## config.mk

```make
export PLATFORM = sky130hd
export DESIGN_NAME = rtc_bus_arbiter
export DESIGN_NICKNAME = d
export VERILOG_FILES = /design/src/rtl/rtc_pkg.sv /design/src/rtl/rtc_arb_pick.sv /design/src/rtl/rtc_bus_arbiter.sv
export SDC_FILE = /design/constraint.sdc
export NUM_CORES = 1
export LEC_CHECK = 0
export CAP_MARGIN = 20
export CORE_MARGIN = 5
export CORE_UTILIZATION = 44
export CTS_BUF_LIST = sky130_fd_sc_hd__clkbuf_8
export DETAILED_ROUTE_END_ITERATION = 10
export PLACE_DENSITY_LB_ADDON = 0.08
export RECOVER_POWER = 50
export SLEW_MARGIN = 20
export SYNTH_ARGS = -nofsm -noshare
export SYNTH_HDL_FRONTEND = slang
export SYNTH_HIERARCHICAL = 1
export SYNTH_SLANG_ARGS = --single-unit
```

## constraint.sdc

```tcl
create_clock -name clk_i -period 1.8 [get_ports clk_i]
set_clock_uncertainty 0.1 [all_clocks]
set_input_delay 0.27 -clock clk_i [delete_from_list [all_inputs] [get_ports clk_i]]
set_output_delay 0.27 -clock clk_i [all_outputs]
set_load 0.005 [all_outputs]
```

## src/rtl/rtc_pkg.sv

```systemverilog
// rtl/rtc_pkg.sv - shared RTC bus types, requester indices and register addresses
package rtc_pkg;

  typedef enum logic [2:0] {
    S_IDLE,
    S_ADDR,
    S_GAP1,
    S_DATA,
    S_RECOV
  } rtc_state_e;

  localparam int N_REQ    = 3;
  localparam int REQ_INIT = 0;
  localparam int REQ_WR   = 1;
  localparam int REQ_RD   = 2;

  localparam logic [7:0] RTC_REG_SEC    = 8'h00;
  localparam logic [7:0] RTC_REG_MIN    = 8'h02;
  localparam logic [7:0] RTC_REG_HOUR   = 8'h04;
  localparam logic [7:0] RTC_REG_DAY    = 8'h07;
  localparam logic [7:0] RTC_REG_MONTH  = 8'h08;
  localparam logic [7:0] RTC_REG_YEAR   = 8'h09;
  localparam logic [7:0] RTC_REG_CTRL_A = 8'h0A;
  localparam logic [7:0] RTC_REG_CTRL_B = 8'h0B;

  // Round-robin search restarts at the requester after the one just granted.
  function automatic logic [1:0] next_ptr(input logic [2:0] onehot);
    logic [1:0] p;
    p = 2'd0;
    if (onehot[0]) p = 2'd1;
    if (onehot[1]) p = 2'd2;
    if (onehot[2]) p = 2'd0;
    return p;
  endfunction

endpackage

```

## src/rtl/rtc_arb_pick.sv

```systemverilog
// rtl/rtc_arb_pick.sv - combinational one-hot winner of three requesters, search starting at ptr
module rtc_arb_pick (
  input  logic [2:0] req,
  input  logic [1:0] ptr,
  output logic [2:0] gnt
);

  logic [2:0] rot;
  logic [2:0] pick;

  // Rotate so the pointed-to requester lands in bit 0, pick lowest, rotate back.
  always_comb begin
    rot = req;
    case (ptr)
      2'd1:    rot = {req[0], req[2], req[1]};
      2'd2:    rot = {req[1], req[0], req[2]};
      default: rot = req;
    endcase

    pick = 3'b000;
    if (rot[0])      pick = 3'b001;
    else if (rot[1]) pick = 3'b010;
    else if (rot[2]) pick = 3'b100;

    gnt = pick;
    case (ptr)
      2'd1:    gnt = {pick[1], pick[0], pick[2]};
      2'd2:    gnt = {pick[0], pick[2], pick[1]};
      default: gnt = pick;
    endcase
  end

endmodule

```

## src/rtl/rtc_bus_arbiter.sv

```systemverilog
// rtl/rtc_bus_arbiter.sv - three-port RTC parallel bus arbiter and cycle generator; RTC_ARB_RR_EN selects round-robin
module rtc_bus_arbiter
  import rtc_pkg::*;
#(
  parameter int PHASE_CYC = 7,
  parameter int GAP_CYC   = 7
) (
  input  logic        clk_i,
  input  logic        reset,
  input  logic [2:0]  req_i,
  input  logic [2:0]  rw_i,
  input  logic [23:0] addr_i,
  input  logic [23:0] wdata_i,
  output logic [2:0]  gnt_o,
  output logic [2:0]  done_o,
  output logic [7:0]  rdata_o,
  output logic        busy_o,
  output logic [7:0]  ad_o,
  output logic        ad_oe_o,
  input  logic [7:0]  ad_i,
  output logic        a_d_o,
  output logic        rd_n_o,
  output logic        wr_n_o,
  output logic        cs_n_o
);

  localparam logic [4:0] PH_LAST  = 5'(PHASE_CYC - 1);
  localparam logic [4:0] GAP_LAST = 5'(GAP_CYC - 1);

  rtc_state_e state_q, state_d;
  logic [4:0] cnt_q, cnt_d;
  logic [2:0] win_q;
  logic       rw_q;
  logic [7:0] addr_q, wdata_q, rdata_q;
  logic [2:0] pick;
  logic [1:0] ptr;
  logic [7:0] sel_addr, sel_wdata;
  logic       sel_rw;
  logic       grant;

`ifdef RTC_ARB_RR_EN
  logic [1:0] ptr_q;
  assign ptr = ptr_q;

  always_ff @(posedge clk_i) begin
    if (!reset) begin
      ptr_q <= 2'd0;
    end else if (grant) begin
      ptr_q <= next_ptr(pick);
    end
  end
`else
  assign ptr = 2'd0;
`endif

  rtc_arb_pick u_pick (
    .req (req_i),
    .ptr (ptr),
    .gnt (pick)
  );

  assign grant = (state_q == S_IDLE) && (|req_i);

  always_comb begin
    sel_addr  = addr_i[7:0];
    sel_wdata = wdata_i[7:0];
    sel_rw    = rw_i[REQ_INIT];
    if (pick[REQ_WR]) begin
      sel_addr  = addr_i[15:8];
      sel_wdata = wdata_i[15:8];
      sel_rw    = rw_i[REQ_WR];
    end
    if (pick[REQ_RD]) begin
      sel_addr  = addr_i[23:16];
      sel_wdata = wdata_i[23:16];
      sel_rw    = rw_i[REQ_RD];
    end
  end

  always_comb begin
    state_d = state_q;
    cnt_d   = cnt_q + 5'd1;
    case (state_q)
      S_IDLE: begin
        cnt_d = 5'd0;
        if (|req_i) state_d = S_ADDR;
      end
      S_ADDR: if (cnt_q == PH_LAST) begin
        state_d = S_GAP1;
        cnt_d   = 5'd0;
      end
      S_GAP1: if (cnt_q == GAP_LAST) begin
        state_d = S_DATA;
        cnt_d   = 5'd0;
      end
      S_DATA: if (cnt_q == PH_LAST) begin
        state_d = S_RECOV;
        cnt_d   = 5'd0;
      end
      S_RECOV: if (cnt_q == GAP_LAST) begin
        state_d = S_IDLE;
        cnt_d   = 5'd0;
      end
      default: begin
        state_d = S_IDLE;
        cnt_d   = 5'd0;
      end
    endcase
  end

  always_ff @(posedge clk_i) begin
    if (!reset) begin
      state_q <= S_IDLE;
      cnt_q   <= 5'd0;
      win_q   <= 3'b000;
      rw_q    <= 1'b0;
      addr_q  <= 8'h00;
      wdata_q <= 8'h00;
      rdata_q <= 8'h00;
    end else begin
      state_q <= state_d;
      cnt_q   <= cnt_d;
      if (grant) begin
        win_q   <= pick;
        rw_q    <= sel_rw;
        addr_q  <= sel_addr;
        wdata_q <= sel_wdata;
      end
      if (state_q == S_DATA && cnt_q == PH_LAST && rw_q) rdata_q <= ad_i;
    end
  end

  // Pin outputs decode straight from state so a reset edge returns them to idle levels at once.
  always_comb begin
    ad_o    = 8'h00;
    ad_oe_o = 1'b0;
    a_d_o   = 1'b0;
    rd_n_o  = 1'b1;
    wr_n_o  = 1'b1;
    cs_n_o  = 1'b1;
    done_o  = 3'b000;
    case (state_q)
      S_ADDR: begin
        ad_o    = addr_q;
        ad_oe_o = 1'b1;
        cs_n_o  = 1'b0;
        wr_n_o  = 1'b0;
      end
      S_GAP1: begin
        ad_o    = addr_q;
        ad_oe_o = 1'b1;
      end
      S_DATA: begin
        a_d_o  = 1'b1;
        cs_n_o = 1'b0;
        if (rw_q) begin
          rd_n_o = 1'b0;
        end else begin
          ad_o    = wdata_q;
          ad_oe_o = 1'b1;
          wr_n_o  = 1'b0;
        end
      end
      S_RECOV: begin
        a_d_o = 1'b1;
        ad_o  = rw_q ? 8'h00 : wdata_q;
        if (cnt_q == GAP_LAST) done_o = win_q;
      end
      default: ;
    endcase
  end

  assign gnt_o   = (state_q != S_IDLE) ? win_q : 3'b000;
  assign busy_o  = (state_q != S_IDLE);
  assign rdata_o = rdata_q;

endmodule

```

==> impl_metrics.csv <==
group,metric,value,unit
run_status,outcome,"finished with violations",
run_status,violations,"negative setup slack",
worst_setup_path,cp_num_buf_inv,3,
worst_setup_path,cp.depth,6,
logic_synthesis,synth_top_area_frac,0.342,
die,die_w,79.2,microns
worst_setup_path,crit_path_end_kind,"output port",
route,vias_per_cell,5.30,
timing,setup_violations,12,
route,drc,0,
logic_synthesis,ys_seq_elements,36,
route,first_iter_violations,119,
worst_setup_path,critical_path.max_fanout,9,
route,vias,2267,
logic_synthesis,ys_seq_area_frac,0.342,
route,wl,6.48,mm
job,drv_cap,0,
timing,slew_viol_final,0,
global_route,grt_pass1_wl,10.0,mm
global_route,grt_overflow,0,
layout,fin_util,0.773,
logic_synthesis,syn_inst,241,
worst_setup_path,worst-endpoint-arrival,1.65,ns
worst_setup_path,worstPathCellList,"buf_4 > nand3b_1 > buf_6 > nand2_4 > a32o_1 > clkdlybuf4s15_2",
die,die_h,79.2,microns
cts,clock_sinks,36,
power,power.density,594,mW/mm^2
logic_synthesis,synth-edff-count,0,
power,leakage,0.00147,uW
worst_setup_path,r2r_setup_slack,0.09,ns
timing,post-route-period-util,1.12,
timing,rsz0062_at_grt,"true",
die,pin_count,92,
cts,clk_latency,0.29,ns
worst_setup_path,critPathLaunch,"state_q[0]",
global_route,antenna_found_initial,0,
worst_setup_path,critical_path_class,"reg2out",
cts,postCtsHoldBufs,0,
cts,cts_max_path_buffers,2,
layout,area_growth,72.4,%
worst_setup_path,crit_path_top_delay_cell,"dfxtp_2",
global_route,grt_max_degree,27,
placed_design,port_buffers,91,
worst_setup_path,cpPeakStageDelay,0.33,ns
die,placementRows,25,
logic_synthesis,yosysWarnings,6,
cts,cts-root-buf,"clkbuf_8",
cts,cts_made_buffers,5,
timing,timing.fmax,496,MHz
route,postRouteAntennaNets,0,
layout,nets,441,
timing,hold_viol,0,
worst_setup_path,r2r_cells,8,
placed_design,gp_congestion,0.843,
logic_synthesis,syn_area,0.00210,sq mm
timing,finalCriticalPeriod,2.02,ns
logic_synthesis,ys_top_cells_by_area,"dfxtp_1 34%, mux2i_1 12%, mux2_2 9.6%, nand2_1 6.4%, o22ai_1 5.1%",
logic_synthesis,post_synth.cell_area_avg,8.73,sq um
route,avgRoutedWirePerCell,15.1,microns
layout,drive_above_1_share,0.321,
logic_synthesis,synthArstFlopShare,0,
global_route,grt_pass1_vias,2274,
worst_setup_path,rr_endpoint,"wdata_q[7]",
worst_setup_path,path_delay_family,"buffers and inverters",
cts,cts_tree,"done",
layout,stdcell_count,428,
die,core-area,0.00469,sq mm
logic_synthesis,synth_cell_type_count,40,
logic_synthesis,synth_top_cell_by_area,"dfxtp_1",
global_route,grt_util_all_layers,0.201,
worst_setup_path,cp-start-kind,"register",
worst_hold_path,hold_class,"reg2reg",
timing,setup_slack,-0.215,ns
worst_setup_path,critical_path.endpoint,"ad_o[7]",
route,drt_pre_antenna_iters,4,
cts,htree_levels,2,
worst_setup_path,worstPathRequired,1.43,ns
die,dieArea,0.00627,sq mm
placed_design,dp_hpwl,4.56,mm
placed_design,placed_cells,409,
logic_synthesis,synthFlopType,"dfxtp_1",
layout,num_antenna_cells,0,
power,peakVddDrop,434,uV
worst_setup_path,worstReg2RegStart,"state_q[1]",
die,initial_core_util,0.449,
cts,clk_pin_slew,0.07,ns
layout,fillerInstances,341,
## where the power goes
part	switching [uW]	internal, uW	total (uW)
Combinational	233	350	583
Clock	284	405	689
Sequential	34.6	849	883
## registers in the layout, summed over array words and instances, names as in the netlist
signal   cells
rdata_o      8
wdata_q      8
cnt_q        5
state_q      3
rw_q         1
win_q        3
addr_q       8
## layout by cell type, fill, tap and decap left out, types with 4 or more instances in the layout
cell / netlist / final
clkdlybuf4s50_1: 0 / 64
nand2_1: 36 / 35
buf_4: 0 / 33
dfxtp_1: 36 / 32
mux2i_1: 25 / 24
mux2_2: 18 / 18
o22ai_1: 17 / 17
buf_6: 0 / 13
buf_2: 8 / 9
inv_1: 9 / 8
nand3_1: 7 / 7
and2_4: 0 / 6
a21oi_1: 7 / 6
nor2_1: 8 / 6
dlygate4sd3_1: 0 / 6
nand2b_1: 5 / 5
o21ai_0: 6 / 5
clkbuf_8: 0 / 5
nor2_4: 2 / 4
ha_1: 4 / 4
dfxtp_2: 0 / 4
conb_1: 1 / 4
## routing by layer
layer / up-vias / GRT usage / wire (microns)
met4: 0 / 0.0567 / 121
met5: - / 0 / 0
met3: 13 / 0.0646 / 503
met2: 78 / 0.371 / 3330
met1: 1058 / 0.218 / 2520
li1: 1118 / - / -
## worst min path at each step
stage / slack [ns] / cells past startpoint / startpoint / to
finish: 0.36 / 2 / rdata_o[6] / rdata_o[6]
CTS: 0.36 / 2 / rdata_o[6] / rdata_o[6]
global route: 0.37 / 2 / rdata_o[7] / rdata_o[7]
detailed placement: 0.35 / 2 / rdata_o[6] / rdata_o[6]
global placement: 0.34 / 2 / rdata_o[4] / rdata_o[4]
floorplan: 0.31 / 2 / ad_i[0] / rdata_o[0]
## logic make-up (layout without fill, tap and decap cells)
family / after synthesis / count (layout) / share of synthesized area
and+or+nand+nor: 79 / 79 / 0.195
AOI/OAI and AO/OA: 51 / 51 / 0.159
muxes: 43 / 43 / 0.215
DFF: 36 / 36 / 0.342
buffers and inverters: 23 / 153 / 0.0458
adders and majority gates: 4 / 4 / 0.0238
xor gates and xnor gates: 4 / 4 / 0.0166
other: 1 / 4 / 0.00178
## area by class of cell
cell class / instances / area [sq um] / area share
multi-input combinational: 185 / 1420 / 0.392
inverter: 9 / 33.8 / 0.00931
clock buffer: 5 / 68.8 / 0.0190
timing repair buffer: 136 / 1270 / 0.351
clock inverter: 3 / 38.8 / 0.0107
tap: 54 / 67.6 / 0.0186
sequential: 36 / 726 / 0.200
## worst reg2reg max path, delay by kind of cell, from the launching register on
| kind | cells | cell delay (ns) |
|---|---|---|
| flip-flops | 1 | 0.33 |
| AND/OR/NAND/NOR | 2 | 0.33 |
| buffers and inverters | 5 | 0.69 |
| AO/OA/AOI/OAI | 1 | 0.18 |
## through the flow
stage / instance area, sq um / hold WS, ns / worst slack [ns] / power (uW) / TNS (ns)
after floorplan: 2120 / 0.312 / 0.146 / 1140 / 0
after global placement: 3330 / 0.341 / -0.239 / 1440 / -5.66
after detailed placement: 3330 / 0.352 / -0.291 / 1450 / -6.64
after CTS: 3510 / 0.363 / -0.186 / 2140 / -1.36
after global routing: 3630 / 0.374 / -0.278 / 2260 / -2.94
final: 3630 / 0.357 / -0.215 / 2160 / -2.06
## Yosys cell counts (all sizes together) (2+ instances only)
library cell	count
mux2	18
a22o	3
o22ai	17
nand2	36
nor2b	4
a22oi	4
nor3	2
dfxtp	36
clkbuf	6
buf	8
nor2	10
inv	9
or3	3
nand2b	5
o21a	2
mux2i	25
ha	4
o2bb2ai	4
a31oi	2
and2	6
o21ai	8
a21oi	7
nand3	7
xor2	3
## repair_timing
item	in CTS	in global routing
buffers inserted	8	4
endpoints found under the setup margin	19	30
pin swaps	11	7
cloned	0	1
resized for setup	86	32
Note: power is estimated with default switching activity, not from simulation.
